### config.mk
export PLATFORM = sky130hd
export DESIGN_NAME = vga_fb_arbiter
export DESIGN_NICKNAME = d
export VERILOG_FILES = /design/src/rtl/vga_fb_arbiter.sv
export SDC_FILE = /design/constraint.sdc
export NUM_CORES = 1
export LEC_CHECK = 0
export ABC_AREA = 1
export ABC_CLOCK_PERIOD_IN_PS = 1900
export BUFFER_PORTS_ARGS = -buffer_cell sky130_fd_sc_hd__buf_2
export CORE_AREA = 4 4 90 92
export CTS_CLUSTER_DIAMETER = 200
export DETAILED_ROUTE_END_ITERATION = 8
export DIE_AREA = 0 0 94 96
export GPL_TIMING_DRIVEN = 0
export PLACE_DENSITY = 0.55
export SLEW_MARGIN = 5
export SYNTH_ARGS = -nofsm -noshare
export SYNTH_HDL_FRONTEND = slang
export SYNTH_SLANG_ARGS = --single-unit
### constraint.sdc
create_clock -name CLK_100M -period 1.9 [get_ports CLK_100M]
set_input_delay 0.38 -clock CLK_100M [delete_from_list [all_inputs] [get_ports CLK_100M]]
set_output_delay 0.38 -clock CLK_100M [all_outputs]
set_load 0.02 [all_outputs]
### src/rtl/vga_fb_arbiter.sv
// vga_fb_arbiter: 4-slot time-division arbiter sharing one single-port
// frame-buffer RAM between VGA scan-out (slot 0) and a pixel writer
// (slots 1..3). Also produces the 25 MHz pixel clock-enable.
// Optional build macro VGA_FB_BLANK_WRITE_EN: slot 0 becomes a writer slot
// while the display is blanked.
module vga_fb_arbiter #(
    parameter int ADDR_W = 15,
    parameter int DATA_W = 8,
    parameter int CNT_W  = 16
) (
    input  logic              CLK_100M,
    input  logic              RST,
    output logic              pix_ce,
    input  logic              disp_active,
    input  logic [ADDR_W-1:0] disp_addr,
    output logic [DATA_W-1:0] disp_data,
    input  logic              wr_req,
    input  logic [ADDR_W-1:0] wr_addr,
    input  logic [DATA_W-1:0] wr_data,
    output logic              wr_ack,
    input  logic              wr_cnt_clr,
    output logic [CNT_W-1:0]  wr_wait_cnt,
    output logic [ADDR_W-1:0] ram_addr,
    output logic [DATA_W-1:0] ram_wdata,
    output logic              ram_we,
    input  logic [DATA_W-1:0] ram_rdata
);

    typedef enum logic [1:0] {PH_DISP = 2'd0, PH_W1 = 2'd1, PH_W2 = 2'd2, PH_W3 = 2'd3} ph_e;
    typedef enum logic [1:0] {SL_IDLE, SL_READ, SL_WRITE} slot_e;

    ph_e               ph_q, ph_d;
    slot_e             slot;
    logic              rd_pend_q, rd_pend_d;
    logic [DATA_W-1:0] disp_data_q, disp_data_d;
    logic [CNT_W-1:0]  cnt_q, cnt_d;

    // Slot-frame state register plus the registered read-return and stall counter
    always_ff @(posedge CLK_100M or posedge RST) begin
        if (RST) begin
            ph_q        <= PH_DISP;
            rd_pend_q   <= 1'b0;
            disp_data_q <= '0;
            cnt_q       <= '0;
        end else begin
            ph_q        <= ph_d;
            rd_pend_q   <= rd_pend_d;
            disp_data_q <= disp_data_d;
            cnt_q       <= cnt_d;
        end
    end

    // Next phase, slot ownership, RAM port steering and read-return / counter next state
    always_comb begin
        ph_d        = PH_DISP;
        slot        = SL_IDLE;
        rd_pend_d   = rd_pend_q;
        disp_data_d = disp_data_q;
        cnt_d       = cnt_q;

        case (ph_q)
            PH_DISP: ph_d = PH_W1;
            PH_W1:   ph_d = PH_W2;
            PH_W2:   ph_d = PH_W3;
            default: ph_d = PH_DISP;
        endcase

        // Display owns slot 0 outright when visible; a writer waiting there stalls
        if (ph_q == PH_DISP) begin
            if (disp_active) begin
                slot = SL_READ;
            end
`ifdef VGA_FB_BLANK_WRITE_EN
            else if (wr_req) begin
                slot = SL_WRITE;
            end
`endif
        end else if (wr_req) begin
            slot = SL_WRITE;
        end

        // Held in reset: nothing may reach the RAM, so a pending write is dropped
        if (RST) begin
            slot = SL_IDLE;
        end

        if (slot == SL_READ) begin
            rd_pend_d = 1'b1;
        end

        // RAM data for the slot-0 read is on ram_rdata during slot 1
        if (ph_q == PH_W1) begin
            disp_data_d = rd_pend_q ? ram_rdata : '0;
            rd_pend_d   = 1'b0;
        end

        if (wr_cnt_clr) begin
            cnt_d = '0;
        end else if (wr_req && (slot != SL_WRITE) && (cnt_q != {CNT_W{1'b1}})) begin
            cnt_d = cnt_q + 1'b1;
        end
    end

    assign ram_addr    = (slot == SL_WRITE) ? wr_addr : disp_addr;
    assign ram_wdata   = wr_data;
    assign ram_we      = (slot == SL_WRITE);
    assign wr_ack      = (slot == SL_WRITE);
    assign pix_ce      = (ph_q == PH_W3);
    assign disp_data   = disp_data_q;
    assign wr_wait_cnt = cnt_q;

endmodule

==> results by group, run 1 <==
Outcome
  – Status: finished with violations
  – Violated checks: setup timing

Floorplan
  – Die ar.: around 9000 µm²
  – Die X: approximately 94 µm
  – Initial Util: 0.250
  – Core area: 7210 µm²
  – # IOs: a little over 100
  – Row cnt: 31
  – Die H: between 90 and 100 µm

Timing
  – Fmax: 521 MHz
  – Max Clock Skew: 0.00619 ns
  – RSZ-0062 raised after global routing: true
  – Slew Limit Headroom: 0.283
  – Slew Viols, Final: 0
  – WHS: between 0.3 and 0.4 ns
  – Final min period: about 1.9 ns
  – Fin crit share: 1.01
  – Setup Viol. Count Final: 9
  – Tightest Pin Transition: around 1.1 ns
  – Final hold vios: 0
  – Setup WS post-layout: -0.0210 ns

Setup path
  – Crit-path max FO: 6
  – Worst R2R Setup Slack: ~0.16 ns
  – Worst Path Buf+Inv: 4
  – Crit-path max cell delay: approximately 0.39 ns
  – Slowest stage cell, crit path: dfrtp_1
  – Worst reg2reg startpoint: ph_q[1]
  – CP arrival: approximately 1.5 ns
  – CP endpoint: ram_addr[10]
  – RR Endpoint: wr_wait_cnt[7]
  – Top delay family on crit path: flip-flops
  – Crit path launch type: flip-flop
  – WS Path Type: flip-flop to output port
  – Crit path required time: approximately 1.5 ns
  – Setup crit end kind: output port
  – Crit path cell chain: inv_2 -> ha_4 -> nor2_4 -> nand2_4 -> inv_6 -> buf_6 -> nand2_1 -> nand2_1 -> buf_6
  – R2R depth: 10
  – WP depth: 9
  – Critical path startpoint: ph_q[1]

Power and ir drop
  – Sequential power share: 0.464
  – Internal power: between 0.8 and 0.9 mW
  – Combinational share of power: 0.256
  – PD cells: roughly 470 nW/µm²
  – Static leakage: approximately 1.5 nW
  – VDD IR max: between 0.2 and 0.3 mV
  – Psw: slightly below 0.4 mW
  – Power share of the clock group: 0.279
  – Sw Ratio: 0.305

Synth
  – Avg Cell Area, Syn: slightly below 7 µm²
  – Syn nets: 320
  – Register area share after synthesis: 0.375
  – Synth cell types: 22
  – Synth warn: 0
  – Synth Cell Area: roughly 1800 µm²
  – Post-Syn Instances: approximately 260
  – Synthesized flop and latch total: 27

Place
  – Pre-CTS WS: -0.201 ns
  – Routability cong.: just over 0.8
  – Port Buffers: between 90 and 100
  – DP Area: approximately 2400 µm²
  – Hpwl dp: around 4000 µm

Detailed routing
  – Drt first-iter violations: 77
  – TritonRoute pass-1 iters: 4
  – Vias per cell: 4.18
  – Wire per inst: about 11 µm
  – Routed WL: ~5200 µm
  – Vias: between 1,500 and 2,000
  – Post-route ant nets: 0
  – DRC: 0

Finish
  – Share of cells above drive strength 1: 0.401
  – Finished Cell Area: roughly 2700 µm²
  – Most common cell after layout, fill and taps aside: nand2_1
  – Layout filler cell count: 795
  – Layout net count: 427
  – Register area: ~680 µm²
  – Ant. Diodes: 0
  – Area growth from synthesis to layout: 50.2%
  – Area of the multi-input gates: slightly below 1000 µm²
  – Commonest cells after routing, fill and taps aside: nand2_1 (89), buf_2 (75), dfrtp_1 (27)
  – Final core utilization: 0.375

Global route
  – Antenna violations before repair: 0
  – Gr usage total: 0.118
  – Number of global-route vias before repair: between 1,500 and 2,000
  – First-pass GRT wire length: 8710 µm
  – Largest net degree at the start of global routing: 29
  – GRT overflow: 0

Worst hold path
  – Worst min path class: input port to flip-flop

Clocking
  – CTS tree: done
  – TritonCTS Sinks: 27
  – H-tree depth: 1
  – Num CTS Buffers: 3
  – Clk_lat worst skew: ~0.28 ns
  – Post-CTS Hold Fix Bufs: 0
  – CTS Root Cell: clkbuf_8
  – Clock transition at path regs: roughly 0.11 ns
  – CTS max path bufs: 2

Run
  – Max cap viols: 0
## per-stage QoR
step | power, mW | TNS [ns] | instances
5_1_grt | 1.34 | -1.53 | 468
3_3_place_gp | 0.865 | -1.96 | 454
3_5_place_dp | 0.868 | -2.16 | 454
6_report | 1.27 | -0.114 | 468
2_1_floorplan | 0.758 | 0 | 263
4_1_cts | 1.26 | -0.000927 | 467
## worst min-delay path: stages
cell,delay (ns)
buf_2,0.07
nand3_1,0.06
o21ai_1,0.07
## kinds of logic (layout without fill, tap and decap cells)
kind of cell | count (synthesis) | in the layout | share of synthesized area
flops | 27 | 27 | 0.375
fa+ha+maj | 6 | 6 | 0.0417
compound gates | 13 | 13 | 0.0368
xor+xnor | 3 | 3 | 0.0146
simple gates | 170 | 170 | 0.416
buf+inv | 44 | 150 | 0.116
## timing repair
item	CTS	global route
cloned	1	0
gates resized for setup	35	25
pin swaps	6	2
setup endpoints to repair	17	27
setup buffers	8	1
## synthesized netlist by cell type
cell type	n	share of area
dfrtp_1	27	0.38
buf_4	9	0.038
nor2_4	4	0.025
nand3b_1	2	0.0083
xor2_1	3	0.015
nand2_1	101	0.21
nand4_1	12	0.042
nand3_1	22	0.061
nor2_1	23	0.048
clkbuf_1	2	0.0042
o21ai_1	10	0.028
buf_2	2	0.0056
buf_1	2	0.0042
nand2_2	2	0.0069
a21oi_1	2	0.0056
buf_6	1	0.0063
nor2_2	3	0.010
or2_2	1	0.0035
ha_1	6	0.042
inv_1	25	0.052
inv_2	3	0.0063
a31oi_1	1	0.0035
## metal layers
metal	wire, µm	part of all wire	track usage
met1	2270	0.44	0.150
met2	2520	0.48	0.206
met3	397	0.076	0.0344
met4	17	0.0033	0.0108
met5	0	0	0
## layout make-up
type / instances / area share
Buffer: 16 / 0.0467
Clock buffer: 3 / 0.0153
Clock inverter: 1 / 0.00278
Inverter: 28 / 0.0407
Multi-Input combinational cell: 192 / 0.361
Sequential cell: 27 / 0.250
Tap cell: 99 / 0.0458
Timing Repair Buffer: 102 / 0.238
## registers in the layout, indices dropped and copies added (netlist names)
| name | cells |
|---|---|
| wr_wait_cnt | 16 |
| disp_data | 8 |
| ph_q | 2 |
| rd_pend_q | 1 |
## power groups by stage
stage          Sequential (mW)  Combinational [mW]  Clock [mW]
4_1_cts                  0.591               0.304       0.365
5_1_grt                  0.594               0.358       0.393
6_report                 0.591               0.326       0.356
3_3_place_gp             0.603               0.262           0
2_1_floorplan            0.614               0.144           0
3_5_place_dp             0.602               0.266           0
## how the worst min path moves through the flow
stage | startpoint | end | slack, ns | cells past startpoint
finish | ram_rdata[2] | disp_data[2] | 0.33 | 3
global route | ram_rdata[2] | disp_data[2] | 0.32 | 3
CTS | ram_rdata[2] | disp_data[2] | 0.33 | 3
detailed placement | disp_data[4] | disp_data[4] | 0.50 | 2
global placement | disp_data[0] | disp_data[0] | 0.50 | 2
floorplan | RST | disp_data[0] | 0.44 | 1
(Power assumes the default switching activity.)
==> inputs of run 2 (changes only) <==
Settings changed: ABC_AREA 1 to not set, CORE_AREA 4 4 90 92 to 4 4 87 89, DIE_AREA 0 0 94 96 to 0 0 91 93.
==> results by group, run 2 <==
Outcome
  – Status: finished with violations
  – Violated checks: setup timing

Clocking
  – CTS tree: done
  – Clk_lat worst skew: 0.27 ns
  – Num CTS Buffers: 3
  – H-tree depth: 1
  – CTS Root Cell: clkbuf_8
  – CTS max path bufs: 2
  – TritonCTS Sinks: 27
  – Post-CTS Hold Fix Bufs: 0
  – Clock transition at path regs: about 0.09 ns

Floorplan
  – Row cnt: 30
  – # IOs: 101
  – Die H: around 93 µm
  – Core area: 6760 µm²
  – Initial Util: 0.243
  – Die X: 91 µm
  – Die ar.: between 8000 and 9000 µm²

Global route
  – Number of global-route vias before repair: around 1,600
  – First-pass GRT wire length: about 8100 µm
  – Gr usage total: 0.116
  – GRT overflow: 0
  – Largest net degree at the start of global routing: 29
  – Antenna violations before repair: 0

Timing
  – RSZ-0062 raised after global routing: true
  – Fmax: 462 MHz
  – Final hold vios: 0
  – Tightest Pin Transition: between 1 and 1.5 ns
  – Fin crit share: 1.14
  – Max Clock Skew: ~0.0035 ns
  – Slew Viols, Final: 0
  – Slew Limit Headroom: 0.280
  – Setup Viol. Count Final: 21
  – WHS: between 0.3 and 0.4 ns
  – Setup WS post-layout: -0.267 ns
  – Final min period: 2.17 ns

Synth
  – Synth warn: 0
  – Register area share after synthesis: 0.412
  – Top cell type's share of synthesized area: 0.412
  – Synth Cell Area: 1640 µm²
  – Avg Cell Area, Syn: between 9 and 10 µm²
  – Yosys top cell by area: dfrtp_1
  – Largest cells by area after synthesis: dfrtp_1 (41%), mux2_2 (12%), ha_1 (4.6%), o21ai_0 (4.6%), buf_4 (4.1%)
  – Dominant cell by count in the synthesized netlist: dfrtp_1
  – Post-Syn Instances: about 170
  – Dominant synthesized flop cell: dfrtp_1
  – Number of enable flip-flop cells after synthesis: 0
  – Synthesized flop and latch total: 27
  – Post-synth top cells: dfrtp_1 (27), mux2_2 (17), o21ai_0 (15), nand2_1 (14), a21oi_1 (13)
  – Synth cell types: 33
  – Ys async rst share: 1.00
  – Syn nets: 231

Detailed routing
  – Routed WL: 5060 µm
  – DRC: 0
  – Wire per inst: around 14 µm
  – Vias per cell: 4.64
  – TritonRoute pass-1 iters: 4
  – Post-route ant nets: 0
  – Drt first-iter violations: 42
  – Vias: between 1,500 and 2,000

Finish
  – Ant. Diodes: 0
  – Layout filler cell count: 663
  – Register area: 679 µm²
  – Share of cells above drive strength 1: 0.598
  – Area growth from synthesis to layout: 64.9%
  – Area of the multi-input gates: roughly 1000 µm²
  – Final core utilization: 0.400
  – Commonest cells after routing, fill and taps aside: buf_2 (74), dfrtp_1 (24), buf_6 (24)
  – Most common cell after layout, fill and taps aside: buf_2
  – Layout net count: 344
  – Max reg flops: 16

Setup path
  – Crit-path max FO: 6
  – Crit path required time: around 1.5 ns
  – CP arrival: about 1.8 ns
  – WS Path Type: flip-flop to output port
  – R2R depth: 8
  – Crit path launch type: flip-flop
  – Setup crit end kind: output port

Place
  – Hpwl dp: 3510 µm
  – Routability cong.: 0.703
  – Port Buffers: 91

Power and ir drop
  – Overall Power: roughly 1.2 mW
  – VDD IR max: roughly 0.26 mV
  – Static leakage: ~1.3 nW
  – PD cells: ~460 nW/µm²

Worst hold path
  – Worst Hold Depth: 3
  – Worst min path class: input port to flip-flop

Run
  – Max cap viols: 0
[run 2: cell types whose count changed after synthesis, moves of 13 or more]
cell     before  now
nor2_1       23    7
nand2_1     101   14
o21ai_0       0   15
inv_1        25   12
mux2_2        0   17
nand3_1      22    6
[run 2: critical path: stages (launching register included)]
cell,delay (ns)
dfrtp_1,0.38
inv_2,0.06
ha_4,0.17
nor3b_4,0.20
buf_6,0.14
buf_8,0.12
mux2_4,0.31
buf_6,0.13
[run 2: final cells by class]
type,instances,share of cell area
flip-flops and latches,27,0.251
well taps,80,0.0370
multi-input cells,120,0.371
clock buffers,4,0.0167
plain buffers,12,0.0319
inverters,12,0.0167
repair buffers,111,0.276
[run 2: stage by stage]
step	TNS, ns	setup WS, ns	cells	instance area [µm²]
2_1_floorplan	-0.316	-0.0322	174	1710
3_3_place_gp	-4.84	-0.379	345	2260
3_5_place_dp	-4.91	-0.387	345	2260
4_1_cts	-5.59	-0.368	363	2580
5_1_grt	-6.01	-0.355	366	2710
6_report	-4.04	-0.267	366	2710
[run 2: cells by family (layout without fill, tap and decap cells)]
family | count (synthesis) | count (layout) | share of synthesized area
muxes | 18 | 18 | 0.123
AOI/OAI and AO/OA | 38 | 38 | 0.133
adders and majority gates | 6 | 6 | 0.0458
buffers and inverters | 27 | 139 | 0.0831
and+or+nand+nor | 58 | 58 | 0.203
DFF | 27 | 27 | 0.412
[run 2: worst paths after layout]
check | startpoint | to | slack (ns)
hold / removal | ram_rdata[5] | disp_data[5] | 0.31
setup reg to reg | ph_q[0] | wr_wait_cnt[14] | -0.12
min in group asynchronous | RST | wr_wait_cnt[13] | 0.44
hold reg to reg | rd_pend_q | rd_pend_q | 0.51
max in group asynchronous | RST | wr_wait_cnt[0] | 0.74
setup / recovery | ph_q[0] | ram_addr[10] | -0.27
[run 2: routing by layer]
layer / vias to the layer above / GRT usage / wire (µm)
li1: 836 / - / -
met1: 780 / 0.148 / 2070
met2: 80 / 0.193 / 2490
met3: 4 / 0.0354 / 456
met4: 0 / 0.0264 / 39
met5: - / 0 / 0
[run 2: where the power goes]
group          internal, mW  switching, mW
logic                 0.165          0.152
registers             0.585        0.00641
clock network         0.150          0.182
[run 2: repair_timing]
action	4_1_cts	5_1_grt
pin swaps	11	13
setup buffers	14	9
gates cloned	1	0
resized for setup	47	28
endpoints found under the setup margin	23	29
